File: src/rtl/ex_stage_muldiv_pkg.sv
// Shared encodings for the MIPS execute stage: ALUOp/funct codes, control-bit
// positions and the multiplier FSM state type.
package ex_stage_muldiv_pkg;

    localparam int XLEN_DEF  = 32;
    localparam int CNT_W_DEF = 5;

    localparam logic [1:0] ALUOP_ADD   = 2'b00;
    localparam logic [1:0] ALUOP_SUB   = 2'b01;
    localparam logic [1:0] ALUOP_RTYPE = 2'b10;
    localparam logic [1:0] ALUOP_OR    = 2'b11;

    localparam logic [5:0] FN_ADD   = 6'b100000;
    localparam logic [5:0] FN_SUB   = 6'b100010;
    localparam logic [5:0] FN_AND   = 6'b100100;
    localparam logic [5:0] FN_OR    = 6'b100101;
    localparam logic [5:0] FN_SLT   = 6'b101010;
    localparam logic [5:0] FN_MFHI  = 6'b010000;
    localparam logic [5:0] FN_MFLO  = 6'b010010;
    localparam logic [5:0] FN_MULT  = 6'b011000;
    localparam logic [5:0] FN_MULTU = 6'b011001;

    localparam int WB_REGWRITE  = 1;
    localparam int WB_MEMTOREG  = 0;
    localparam int MEM_BRANCH   = 2;
    localparam int MEM_MEMREAD  = 1;
    localparam int MEM_MEMWRITE = 0;
    localparam int EX_REGDST    = 3;
    localparam int EX_ALUOP_HI  = 2;
    localparam int EX_ALUOP_LO  = 1;
    localparam int EX_ALUSRC    = 0;

    typedef enum logic {
        IDLE = 1'b0,
        BUSY = 1'b1
    } mul_state_t;

    function automatic logic is_mult_op(input logic [1:0] alu_op, input logic [5:0] funct);
        return (alu_op == ALUOP_RTYPE) && ((funct == FN_MULT) || (funct == FN_MULTU));
    endfunction

endpackage

File: src/rtl/ex_stage_muldiv_seq_multiplier.sv
// Iterative shift-add multiplier: one partial product per cycle over XLEN cycles,
// operating on magnitudes with the sign restored on the final iteration.
module seq_multiplier
    import ex_stage_muldiv_pkg::*;
#(
    parameter int XLEN  = XLEN_DEF,
    parameter int CNT_W = CNT_W_DEF
) (
    input  logic                clk,
    input  logic                rst,
    input  logic                i_start,
    input  logic                i_signed,
    input  logic [XLEN-1:0]     i_a,
    input  logic [XLEN-1:0]     i_b,
    output logic                o_busy,
    output logic                o_last,
    output logic [2*XLEN-1:0]   o_product
);

    mul_state_t         r_state;
    mul_state_t         w_state_next;
    logic [XLEN-1:0]    r_a;
    logic [XLEN-1:0]    r_b;
    logic               r_neg;
    logic [2*XLEN-1:0]  r_acc;
    logic [CNT_W-1:0]   r_cnt;
    logic [2*XLEN-1:0]  w_acc_next;
    logic [XLEN-1:0]    w_a_mag;
    logic [XLEN-1:0]    w_b_mag;
    logic               w_cnt_last;

    assign w_cnt_last = (r_cnt == CNT_W'(XLEN - 1));

    always_ff @(posedge clk or posedge rst) begin
        if (rst) begin
            r_state <= IDLE;
        end else begin
            r_state <= w_state_next;
        end
    end

    always_comb begin
        w_state_next = r_state;
        case (r_state)
            IDLE:    if (i_start) w_state_next = BUSY;
            BUSY:    if (w_cnt_last) w_state_next = IDLE;
            default: w_state_next = IDLE;
        endcase
    end

    always_comb begin
        o_busy = (r_state == BUSY);
        o_last = (r_state == BUSY) && w_cnt_last;
    end

    // Magnitude of -2^(XLEN-1) is 2^(XLEN-1), which still fits unsigned.
    assign w_a_mag = (i_signed && i_a[XLEN-1]) ? -i_a : i_a;
    assign w_b_mag = (i_signed && i_b[XLEN-1]) ? -i_b : i_b;

    assign w_acc_next = r_acc + (r_b[r_cnt] ? ({{XLEN{1'b0}}, r_a} << r_cnt) : '0);
    assign o_product  = r_neg ? -w_acc_next : w_acc_next;

    always_ff @(posedge clk or posedge rst) begin
        if (rst) begin
            r_a   <= '0;
            r_b   <= '0;
            r_neg <= 1'b0;
            r_acc <= '0;
            r_cnt <= '0;
        end else if (r_state == IDLE) begin
            if (i_start) begin
                r_a   <= w_a_mag;
                r_b   <= w_b_mag;
                r_neg <= i_signed && (i_a[XLEN-1] ^ i_b[XLEN-1]);
                r_acc <= '0;
                r_cnt <= '0;
            end
        end else begin
            r_acc <= w_acc_next;
            r_cnt <= r_cnt + CNT_W'(1);
        end
    end

endmodule

File: src/rtl/ex_stage_muldiv.sv
// MIPS execute stage: ALU, ALU control, branch target, dest-reg mux, HI/LO and
// EX/MEM register; MULT/MULTU stall upstream while the multiplier iterates.
module ex_stage_muldiv
    import ex_stage_muldiv_pkg::*;
#(
    parameter int XLEN  = XLEN_DEF,
    parameter int CNT_W = CNT_W_DEF
) (
    input  logic            clk,
    input  logic            rst,
    input  logic [1:0]      wb_in,
    input  logic [2:0]      mem_in,
    input  logic [3:0]      ex_in,
    input  logic [XLEN-1:0] npc_in,
    input  logic [XLEN-1:0] rd1_in,
    input  logic [XLEN-1:0] rd2_in,
    input  logic [XLEN-1:0] imm_in,
    input  logic [4:0]      rt_in,
    input  logic [4:0]      rd_in,
    input  logic [5:0]      funct_in,
    output logic            stall_o,
    output logic [1:0]      wb_out,
    output logic [2:0]      mem_out,
    output logic [XLEN-1:0] br_tgt_out,
    output logic            zero_out,
    output logic [XLEN-1:0] alu_out,
    output logic [XLEN-1:0] rd2_out,
    output logic [4:0]      wreg_out
);

    logic [1:0]         w_alu_op;
    logic [XLEN-1:0]    w_a;
    logic [XLEN-1:0]    w_b;
    logic [XLEN-1:0]    w_alu_res;
    logic [4:0]         w_wreg;
    logic               w_is_mult;
    logic               w_mul_start;
    logic               w_mul_busy;
    logic               w_mul_last;
    logic               w_bubble;
    logic [2*XLEN-1:0]  w_product;
    logic [XLEN-1:0]    r_hi;
    logic [XLEN-1:0]    r_lo;

    assign w_alu_op    = ex_in[EX_ALUOP_HI:EX_ALUOP_LO];
    assign w_a         = rd1_in;
    assign w_b         = ex_in[EX_ALUSRC] ? imm_in : rd2_in;
    assign w_wreg      = ex_in[EX_REGDST] ? rd_in : rt_in;
    assign w_is_mult   = is_mult_op(w_alu_op, funct_in);
    assign w_mul_start = w_is_mult && !w_mul_busy;
    assign w_bubble    = w_is_mult || w_mul_busy;
    // The final iteration releases the pipeline so ID/EX advances on the HI/LO write edge.
    assign stall_o     = !rst && (w_mul_start || (w_mul_busy && !w_mul_last));

    seq_multiplier #(
        .XLEN  (XLEN),
        .CNT_W (CNT_W)
    ) u_mul (
        .clk       (clk),
        .rst       (rst),
        .i_start   (w_mul_start),
        .i_signed  (funct_in == FN_MULT),
        .i_a       (rd1_in),
        .i_b       (rd2_in),
        .o_busy    (w_mul_busy),
        .o_last    (w_mul_last),
        .o_product (w_product)
    );

    always_comb begin
        w_alu_res = '0;
        case (w_alu_op)
            ALUOP_ADD: w_alu_res = w_a + w_b;
            ALUOP_SUB: w_alu_res = w_a - w_b;
            ALUOP_OR:  w_alu_res = w_a | w_b;
            default: begin
                case (funct_in)
                    FN_ADD:  w_alu_res = w_a + w_b;
                    FN_SUB:  w_alu_res = w_a - w_b;
                    FN_AND:  w_alu_res = w_a & w_b;
                    FN_OR:   w_alu_res = w_a | w_b;
                    FN_SLT:  w_alu_res = {{(XLEN-1){1'b0}}, ($signed(w_a) < $signed(w_b))};
                    FN_MFHI: w_alu_res = r_hi;
                    FN_MFLO: w_alu_res = r_lo;
                    default: w_alu_res = '0;
                endcase
            end
        endcase
    end

    always_ff @(posedge clk or posedge rst) begin
        if (rst) begin
            r_hi <= '0;
            r_lo <= '0;
        end else if (w_mul_last) begin
            r_hi <= w_product[2*XLEN-1:XLEN];
            r_lo <= w_product[XLEN-1:0];
        end
    end

    always_ff @(posedge clk or posedge rst) begin
        if (rst) begin
            wb_out     <= '0;
            mem_out    <= '0;
            br_tgt_out <= '0;
            zero_out   <= 1'b0;
            alu_out    <= '0;
            rd2_out    <= '0;
            wreg_out   <= '0;
        end else if (w_bubble) begin
            wb_out     <= '0;
            mem_out    <= '0;
            br_tgt_out <= '0;
            zero_out   <= 1'b0;
            alu_out    <= '0;
            rd2_out    <= '0;
            wreg_out   <= '0;
        end else begin
            wb_out     <= wb_in;
            mem_out    <= mem_in;
            br_tgt_out <= npc_in + (imm_in << 2);
            zero_out   <= (w_alu_res == '0);
            alu_out    <= w_alu_res;
            rd2_out    <= rd2_in;
            wreg_out   <= w_wreg;
        end
    end

endmodule

File: config.mk
export PLATFORM = sky130hd
export DESIGN_NAME = ex_stage_muldiv
export DESIGN_NICKNAME = d
export VERILOG_FILES = /design/src/rtl/ex_stage_muldiv_pkg.sv /design/src/rtl/ex_stage_muldiv_seq_multiplier.sv /design/src/rtl/ex_stage_muldiv.sv
export SDC_FILE = /design/constraint.sdc
export NUM_CORES = 1
export LEC_CHECK = 0
export ABC_CLOCK_PERIOD_IN_PS = 12300
export CORE_UTILIZATION = 28
export DETAILED_ROUTE_END_ITERATION = 7
export GPL_TIMING_DRIVEN = 0
export PLACE_DENSITY = 0.51
export SLEW_MARGIN = 20
export SYNTH_ARGS = -nofsm -noshare
export SYNTH_HDL_FRONTEND = slang
export SYNTH_HIERARCHICAL = 1
export SYNTH_SLANG_ARGS = --single-unit
File: constraint.sdc
create_clock -name clk -period 12.3 [get_ports clk]
set_clock_uncertainty 0.1 [all_clocks]
set_input_delay 1.845 -clock clk [delete_from_list [all_inputs] [get_ports clk]]
set_output_delay 1.845 -clock clk [all_outputs]
set_load 0.05 [all_outputs]
Yosys cells after proc, flatten, opt, wreduce, memory -nomap -nowiden
Cells that the tools add are included.
Widths: inputs -> output; s select.
{"block": "totals", "regBits": 306, "in_bits": 155, "wordCells": 85}
{"block": "op_classes", "addsub": 8, "n_lt_le_gt_ge": 2, "eq_ne": 13, "shifts": 1, "muxes": 24, "bitwise_logic": 4, "n_reduce_logical": 18}
{"cell": "$mux 64", "count": 4}
{"cell": "$pmux 32 s7", "count": 1}
{"cell": "$mux 32", "count": 6}
{"cell": "$pmux 32 s3", "count": 1}
{"cell": "$add 32x32->32", "count": 2}
{"cell": "$add 64x64->64", "count": 1}
{"cell": "$neg 32->32", "count": 2}
{"cell": "$neg 64->64", "count": 1}
{"cell": "$shl 32x5->64", "count": 1}
{"cell": "$and 32x32->32", "count": 1}
{"cell": "$logic_not 32->1", "count": 1}
{"cell": "$lt 32x32->1", "count": 1}
{"cell": "$or 32x32->32", "count": 1}
{"cell": "$sub 32x32->32", "count": 1}
{"cell": "$eq 6x6->1 const B", "count": 5}
{"cell": "$eq 6x5->1 const B", "count": 4}
{"cell": "$mux 5", "count": 4}
{"cell": "$logic_and 1x1->1", "count": 8}
{"cell": "$lt 5x6->1 const B", "count": 1}
{"cell": "$add 5x1->5 const B", "count": 1}
{"cell": "$bmux 1 s5", "count": 1}
{"cell": "$eq 5x5->1 const B", "count": 1}
{"cell": "$eq 2x2->1 const B", "count": 2}
{"cell": "$mux 1", "count": 4}
{"cell": "other kinds (11)", "count": 15}

Depth between registers and ports, before layout
Gate-level depths: netlist of the first run.
{"block": "depth", "word_depth": 6, "depth_mapped": 26, "ltp_nobuf": 21}

Cells and area by module
The synthesis of the first run kept the hierarchy.
{"mod": "seq_multiplier", "instances": 1, "cells_per_inst": 1986, "area_each_um2": 14941.8, "seq_area_each_um2": 3378.2}
{"mod": "ex_stage_muldiv", "instances": 1, "cells_per_inst": 1676, "area_each_um2": 14815.5, "seq_area_each_um2": 4279.1}

Worst setup path after synthesis of the first run
No wires, ideal clock.
{"block": "synth_timing", "path_kind": "flip-flop to flip-flop", "from": "reg u_mul.r_cnt[0]", "to": "reg r_hi[17]", "arrival_time_ns": 6.664, "slack_ns": 5.411, "stages_incl_launch_ff": 24, "path_buffers": 5, "path_cell_list": "dfrtp_1 > clkbuf_1 > clkbuf_1 > mux4_2 > mux4_2 > nand2_1 > and2_0 > clkbuf_1 > buf_1 > nor2_1 > ha_1 > clkbuf_1 > a21oi_1 > o211ai_1 > a211o_1 > a22oi_1 > nand3_1 > xor2_1 > or4_4 > or4_4 > or3_1 > o21ai_1 > xnor2_1 > mux2_2"}
{"block": "synth_between", "elab_chain_len": 6, "word_cells_on_any_way": 9, "cone_classes": "add/sub (2); eq/ne (1); shift (1); mux (4); reduce/logical (1)"}
{"item": "start, declared", "line": "ex_stage_muldiv_seq_multiplier.sv:26", "text": "logic [CNT_W-1:0] r_cnt;"}
{"item": "start signal, assigned", "line": "ex_stage_muldiv_seq_multiplier.sv:80", "text": "r_cnt <= r_cnt + CNT_W'(1);"}
{"item": "$bmux 1 s5", "line": "ex_stage_muldiv_seq_multiplier.sv:60", "text": "assign w_acc_next = r_acc + (r_b[r_cnt] ? ({{XLEN{1'b0}}, r_a} << r_cnt) : '0);"}
{"item": "$mux 1 (implied by the code)", "line": "ex_stage_muldiv_seq_multiplier.sv:60"}
{"item": "$mux 64 (*)", "line": "ex_stage_muldiv_seq_multiplier.sv:60"}
{"item": "$add 64x64->64 (*)", "line": "ex_stage_muldiv_seq_multiplier.sv:60"}
{"item": "$neg 64->64", "line": "ex_stage_muldiv_seq_multiplier.sv:61", "text": "assign o_product = r_neg ? -w_acc_next : w_acc_next;"}
{"item": "$mux 64 (*)", "line": "ex_stage_muldiv_seq_multiplier.sv:61"}
{"item": "net w_product[49]", "line": "ex_stage_muldiv.sv:41", "text": "logic [2*XLEN-1:0] w_product;"}
{"item": "end signal, assigned", "line": "ex_stage_muldiv.sv:96", "text": "r_hi <= w_product[2*XLEN-1:XLEN];"}
{"item": "end, declared", "line": "ex_stage_muldiv.sv:42", "text": "logic [XLEN-1:0] r_hi;"}
The timed path passes the listed nets; every way through them passes the cells marked *. The select of a mux whose other input is x is not followed.
A chain may end at the register's enable or synchronous reset.

Worst setup path in the final report of the first run
{"block": "layout_timing", "from": "reg u_mul.r_cnt[0]", "to": "reg r_hi[25]"}
The elaborated chain is that of the path after synthesis.

==> impl_results.md, run 1 <==
- Run status: finished clean
- FF+latch count, synth: ~300
- Arr. time, crit path: approximately 11000 ps
- Crit-path max cell delay: 990 ps
- RePlAce Congestion: between 0.9 and 1
- Post-synth EDFFs: 0
- Post-CTS Resized: 0
- Maximum buffer depth of the clock tree: 3
- Die width: between 300 and 400 microns
- Seq/Total Area, Yosys: 0.2573
- PnR Total Power: roughly 5.3 mW
- Post-CTS Setup Inserts: 0
- Total track usage: 0.2481
- Largest net degree at the start of global routing: 91
- Critical Path Start: u_mul/r_cnt[0]
- WP data required: 12650 ps
- Core box area: 105300 sq um
- F_max: 96.66 MHz
- Number of setup violations in the final report: 0
- RR Endpoint: r_hi[25]
- Clock Latency Late Sink: 570 ps
- Initial Util: 0.2827
- Synth warn: 6
- Setup WS post-layout: a little under 2000 ps
- Least-Margin Pin Slew: about 1200 ps
- R2R cell count: 26
- RSZ-0062 raised after global routing: false
- Die Span Y: 328 microns
- Hold EP: u_mul/r_b[31]
- Place WS: between 2000 and 2500 ps
- Top_reg_cell synth: dfrtp_1
- Worst min-delay path class: reg2reg
- Leakage: 14.00 nW
- Drt pass-1 iters: 7
- Sum Neg Setup Slack: 0 ps
- H-tree levels: 2
- Most used cell along the critical path: clkbuf_1
- Post-DP HPWL: between 100000 and 150000 microns
- Power Density: between 100 and 150 nW/um^2
- DRC: 0
- First-pass GRT wire length: 198800 microns
- IO buf count: between 200 and 300
- Syn_area_per_cell: 8.126 sq um
- Fraction of registers with async set/reset: 1.000
- Final max-slew violation count: 0
- Slew HR: 0.1785
- Hold Startpoint: u_mul/r_b[31]
- Mapped Nets: 4042
- Routed wire per std cell: between 20 and 30 microns
- Min Tclk post-route: about 10000 ps
- Post-Syn Area: about 30000 sq um
- Fin. Hold Viols: 0
- Peak supply drop: 0.00009771 V
- Period utilization: 0.8411
- Vias in the first global route: 28450
- Layout cell share with drive strength beyond 1: 0.07588
- CP Launch Type: flop
- Num CTS Buffers: 39
- Vias per inst: between 5 and 6
- Gate Count Post-Synth: about 3700
- CP Capture Type: flop
- Grt total ovfl: 0
- Initial antenna violation count: 9
- Total Wirelength: between 100000 and 150000 microns
- Row cnt: approximately 120
- Post-layout nets: 4345
- Worst Hold Depth: 2
- Clk slew on worst S/H paths: 60 ps
- Max Cap Viol: 0
- CTS tree: done
- # hold bufs at CTS: 0
- Via count: 30320
- R2R setup slack: 1950 ps
- Critical path peak fanout: 10
- IO Count: 263
- Worst reg2reg startpoint: u_mul/r_cnt[0]
- Area grow syn2layout: 19.34%
- CTS sink cnt: ~300
- Initial DRC count: 3169
- Slowest CP cell: nor4_1
- Yosys cell types: 124
- Die ar.: around 110000 sq um
- Root Driver: clkbuf_16
- Setup Crit Path Kind: reg2reg
- Routed Antenna Nets: 0
area by class of cell:
cell class                 instances  area [sq um]
antenna                            4         10.01
buffer                           204         813.3
clock buffer                      55          1106
clock inverter                    14         182.7
fill                           11170         69760
inverter                         162         625.6
multi-input combinational       2990         20730
sequential                       306          7657
tap                             1391          1740
timing repair buffer             262          2650
cells by family after synthesis:
logic type | Yosys count | synth area share
and+or+nand+nor | 1274 | 0.2072
AOI/OAI and AO/OA | 1074 | 0.2427
muxes | 216 | 0.09023
DFF | 306 | 0.2573
buffers and inverters | 366 | 0.04772
xor gates and xnor gates | 201 | 0.05916
adders and majority gates | 225 | 0.09561
sequential cells by signal, summed over array words and instances, names as in the netlist:
name	count
u_mul/r_b	32
u_mul/r_acc	64
mem_out	3
alu_out	32
br_tgt_out	32
u_mul/o_busy	1
u_mul/r_cnt	5
u_mul/r_a	32
rd2_out	32
r_lo	32
u_mul/r_neg	1
zero_out	1
wreg_out	5
wb_out	2
r_hi	32
critical path, delay by kind of cell, from the launching register on:
family | cells | cell delay (ps)
xor+xnor | 1 | 100
flops | 1 | 420
compound gates | 11 | 4040
fa+ha+maj | 1 | 290
mux | 2 | 640
buf+inv | 6 | 3040
simple gates | 5 | 1590
report_power, final:
group	switching, mW	total [mW]	internal [mW]	leakage [nW]
Combinational	1.89	2.82	0.929	9.70
Sequential	0.0939	1.25	1.16	3.67
Clock	0.483	1.19	0.710	0.631
Total	2.47	5.27	2.80	14.0
metal layers:
metal	vias to the layer above	track usage	wire length, microns
li1	14000	-	-
met1	14930	0.3504	62340
met2	1219	0.3957	63010
met3	165	0.03382	9747
met4	8	0.06115	3301
met5	-	0	43
through the flow:
| stage | cells | instance area [sq um] | utilization | hold slack (ps) |
|---|---|---|---|---|
| detailed placement | 5315 | 34200 | 0.3249 | 365.8 |
| floorplan | 3662 | 29760 | - | 344.6 |
| finish | 5388 | 35510 | 0.3373 | 379.1 |
| global route | 5386 | 35510 | 0.3373 | 405.6 |
| global placement | 5311 | 34080 | 0.3237 | 359.6 |
| CTS | 5384 | 35490 | 0.3372 | 380.5 |
cell usage in the layout, fill, tap and decap left out, types with 39 or more instances in the layout:
cell type / instances
a211oi_1: 45
a21o_1: 53
a21oi_1: 225
and2_1: 73
clkbuf_1: 166
clkbuf_16: 39
clkdlybuf4s50_1: 258
dfrtp_1: 306
ha_1: 221
inv_1: 156
mux2_2: 94
mux2i_1: 89
nand2_1: 414
nand2b_1: 39
nand3_1: 60
nand4_1: 41
nor2_1: 320
nor2b_1: 41
nor3_1: 81
nor4_1: 44
o21ai_0: 279
o22ai_1: 43
o31ai_1: 43
xnor2_1: 130
xor2_1: 71
synth_stat cells, types with 33 or more instances:
cell type | count | area, sq um
a211oi_1 | 47 | 352.8
a21o_1 | 53 | 397.9
a21oi_1 | 225 | 1126
and2_1 | 73 | 456.7
clkbuf_1 | 160 | 600.6
dfrtp_1 | 306 | 7657
ha_1 | 221 | 2765
inv_1 | 158 | 593.1
mux2_2 | 94 | 1059
mux2i_1 | 89 | 890.9
nand2_1 | 414 | 1554
nand2b_1 | 39 | 244.0
nand3_1 | 60 | 300.3
nand4_1 | 41 | 256.5
nor2_1 | 320 | 1201
nor2b_1 | 41 | 256.5
nor3_1 | 82 | 410.4
nor4_1 | 46 | 287.8
o211ai_1 | 33 | 247.7
o21ai_0 | 279 | 1396
o22ai_1 | 43 | 269.0
o31ai_1 | 44 | 330.3
xnor2_1 | 130 | 1139
xor2_1 | 71 | 621.9
how the worst max path moves through the flow:
| stage | slack, ps | end |
|---|---|---|
| 6_report | 1950 | r_hi[25] |
| 5_1_grt | 1560 | r_hi[25] |
| 4_1_cts | 2310 | r_hi[25] |
| 3_5_place_dp | 2370 | r_hi[25] |
| 3_3_place_gp | 2040 | r_hi[27] |
| 2_1_floorplan | 5410 | r_hi[17] |
Power figures use the tool's default switching activity.
==> run 2, diff against run 1 <==
Settings changed: ABC_CLOCK_PERIOD_IN_PS 12300 to 8400, PLACE_DENSITY 0.51 to 0.52.
Clock period 12.3 ns to 8.4 ns, I/O delays scaled along.
==> run 2 against run 1 <==
Effect of this change: via count increased by 0.78%; hold slack got worse by 1.0 ps; core utilization increased by 0.22 points; setup slack got worse by 1600 ps; power increased by 49%; design area increased by 0.64%; non-clock buffer count unchanged; critical path type unchanged; largest cell class unchanged.
==> impl_results.md, run 2 (same netlist as run 1, synthesis figures left out) <==
- Run status: finished clean
- Maximum buffer depth of the clock tree: 3 (unchanged)
- Fin util: 0.3395 (+0.002175)
- Clock Latency Late Sink: 600 ps (+30 ps)
- Largest net degree at the start of global routing: 93 (+2.2%)
- Worst reg2reg startpoint: u_mul/r_cnt[0]
- Vias per inst: 5.665 (+0.68%)
- Setup Crit Path Kind: reg2reg
- Peak supply drop: 0.0001829 V (+87%)
- Leading cell types in the layout, fill and taps excluded: nand2_1 (413), nor2_1 (320), dfrtp_1 (306)
- Worst setup endpoint: r_hi[27]
- Routed Antenna Nets: 0 (unchanged)
- IO buf count: 258 (unchanged)
- Period utilization: 0.9597 (+0.1186)
- Least-Margin Pin Slew: 1201 ps (-21.39 ps)
- PnR Total Power: 7.850 mW (+49%)
- # hold bufs at CTS: 0 (unchanged)
- Sum Neg Setup Slack: 0 ps (unchanged)
- Grt total ovfl: 0 (unchanged)
- Final max-slew violation count: 0 (unchanged)
- Placed Cells: 5315 (unchanged)
- CP Launch Type: flop
- RePlAce Congestion: 0.9841 (+1.7%)
- Slew HR: 0.1942 (+0.01570)
- Number of setup violations in the final report: 0 (unchanged)
- Arr. time, crit path: 8440 ps (-2260 ps)
- Die Span Y: 328 microns (unchanged)
- Leakage: 14.14 nW (+0.98%)
- Final non-filler cell total: 5393 (+0.093%)
- Final Cell Area: 35740 sq um (+0.64%)
- Clock share of power: 0.235 (+0.009)
- Critical path peak fanout: 10 (unchanged)
- RR Endpoint: r_hi[27]
- Row cnt: 119 (unchanged)
- Routed wire per std cell: 25.84 microns (+0.57%)
- DRC: 0 (unchanged)
- Fin. Hold Viols: 0 (unchanged)
- Sw power: 3.670 mW (+49%)
- Num CTS Buffers: 40 (+2.6%)
- Most common cell after layout, fill and taps aside: nand2_1
- Initial Util: 0.2827 (unchanged)
- Root Driver: clkbuf_16
- Worst min-delay path class: reg2reg
- Drt pass-1 iters: 8 (+1)
- Reg with most FFs: u_mul/r_acc
- Comb pwr share: 0.531 (-0.005)
- Largest register FFs: 64 (unchanged)
- CTS sink cnt: 306 (unchanged)
- R2R cell count: 23 (-12%)
- H-tree levels: 2 (unchanged)
- Place WS: -1150 ps (-3524 ps)
- Via count: 30550 (+0.78%)
- Int Power: 4.181 mW (+49%)
- Layout cell share with drive strength beyond 1: 0.08411 (+0.008222)
- R2R setup slack: 340 ps (-1620 ps)
- Flop pwr share: 0.233 (-0.005)
- Post-layout nets: 4346 (+0.023%)
- Setup WS post-layout: 338.7 ps (-1616 ps)
- Post-DP HPWL: 114400 microns (+0.48%)
- Min Tclk post-route: 8061 ps (-2284 ps)
- Critical Path Start: u_mul/r_cnt[0]
- Max Cap Viol: 0 (unchanged)
- Initial antenna violation count: 10 (+1)
- Vias in the first global route: 28740 (+1.0%)
- IO Count: 263 (unchanged)
- Sw Share: 0.4675 (-0.001186)
- CTS tree: done
- Area grow syn2layout: 20.11%
- F_max: 124.0 MHz (+28%)
- Die width: 328 microns (unchanged)
- Worst Hold Depth: 2 (unchanged)
- Power Density: 219.6 nW/um^2 (+48%)
- CP Capture Type: flop
- Die ar.: 107600 sq um (unchanged)
- Total track usage: 0.2503 (+0.002286)
- Core box area: 105300 sq um (unchanged)
- Total Wirelength: 139400 microns (+0.66%)
- Dpl cell area: 34220 sq um (about the same)
- WP data required: 8780 ps (-3870 ps)
- First-pass GRT wire length: 201000 microns (+1.1%)
- Clk slew on worst S/H paths: 60 ps (about the same)
- Min Hold Slack: 378.1 ps (-1.014 ps)
- Initial DRC count: 3088 (-2.6%)
==> run 2: cell types whose count changed in the layout (fill, tap and decap cells not counted), sizes merged, moves of 2 or more <==
cell and delta:
diode +3, clkinvlp -2, clkinv +6, clkbuf -7, inv +3
==> run 2: worst min path at each step <==
stage,start,to,slack (ps)
floorplan,u_mul/r_b[10],u_mul/r_b[10],340
global placement,u_mul/r_b[22],u_mul/r_b[22],360
detailed placement,u_mul/r_b[22],u_mul/r_b[22],360
CTS,u_mul/r_b[22],u_mul/r_b[22],380
global route,u_mul/r_b[17],u_mul/r_b[17],400
finish,u_mul/r_b[8],u_mul/r_b[8],380
==> run 2: metal layers <==
metal / wire (microns) / vias to the layer above / global-route usage / part of all wire
met5: 17 / - / 0 / 0.00012
met4: 4390 / 2 / 0.08025 / 0.032
met3: 9539 / 197 / 0.03170 / 0.068
met2: 62180 / 1255 / 0.3879 / 0.45
met1: 63220 / 15090 / 0.3577 / 0.45
li1: - / 14010 / - / -
==> run 2: repair_timing <==
item / in CTS / in global routing
pin swaps: 0 / 3
endpoints found under the setup margin: 38 / 31
buffers inserted: 0 / 4
resized for setup: 17 / 13
==> run 2: power by group through the flow <==
stage	Sequential [mW]	Combinational, mW	Clock, mW
finish	1.83	4.17	1.85
detailed placement	1.85	4.03	0
global route	1.85	4.41	1.94
global placement	1.85	4.03	0
floorplan	2.12	2.33	0
CTS	1.83	4.06	1.89
==> run 2: worst max-delay path: stages (launching register included) <==
cell and delay (ps):
dfrtp_1 410, clkbuf_2 310, clkbuf_4 340, mux4_2 520
mux4_2 550, nand2_2 230, and2_0 180, clkbuf_1 180
clkbuf_2 250, nor2_1 140, ha_1 290, clkbuf_1 240
a21oi_1 250, o21ai_0 240, a21oi_1 580, o2111ai_4 290
o21ai_0 440, xor2_2 430, nand3_1 250, nor4_1 460
nand4_1 430, o31ai_1 400, xor2_1 130, mux2_2 300
==> run 2: cell type report <==
| cell class | instances | area, sq um |
|---|---|---|
| Clock inverter | 22 | 275.3 |
| Timing Repair Buffer | 266 | 2680 |
| Antenna cell | 7 | 17.52 |
| Multi-Input combinational cell | 2990 | 20830 |
| Buffer | 200 | 814.5 |
| Sequential cell | 306 | 7657 |
| Tap cell | 1391 | 1740 |
| Clock buffer | 49 | 1096 |
| Fill cell | 11150 | 69530 |
| Inverter | 162 | 625.6 |
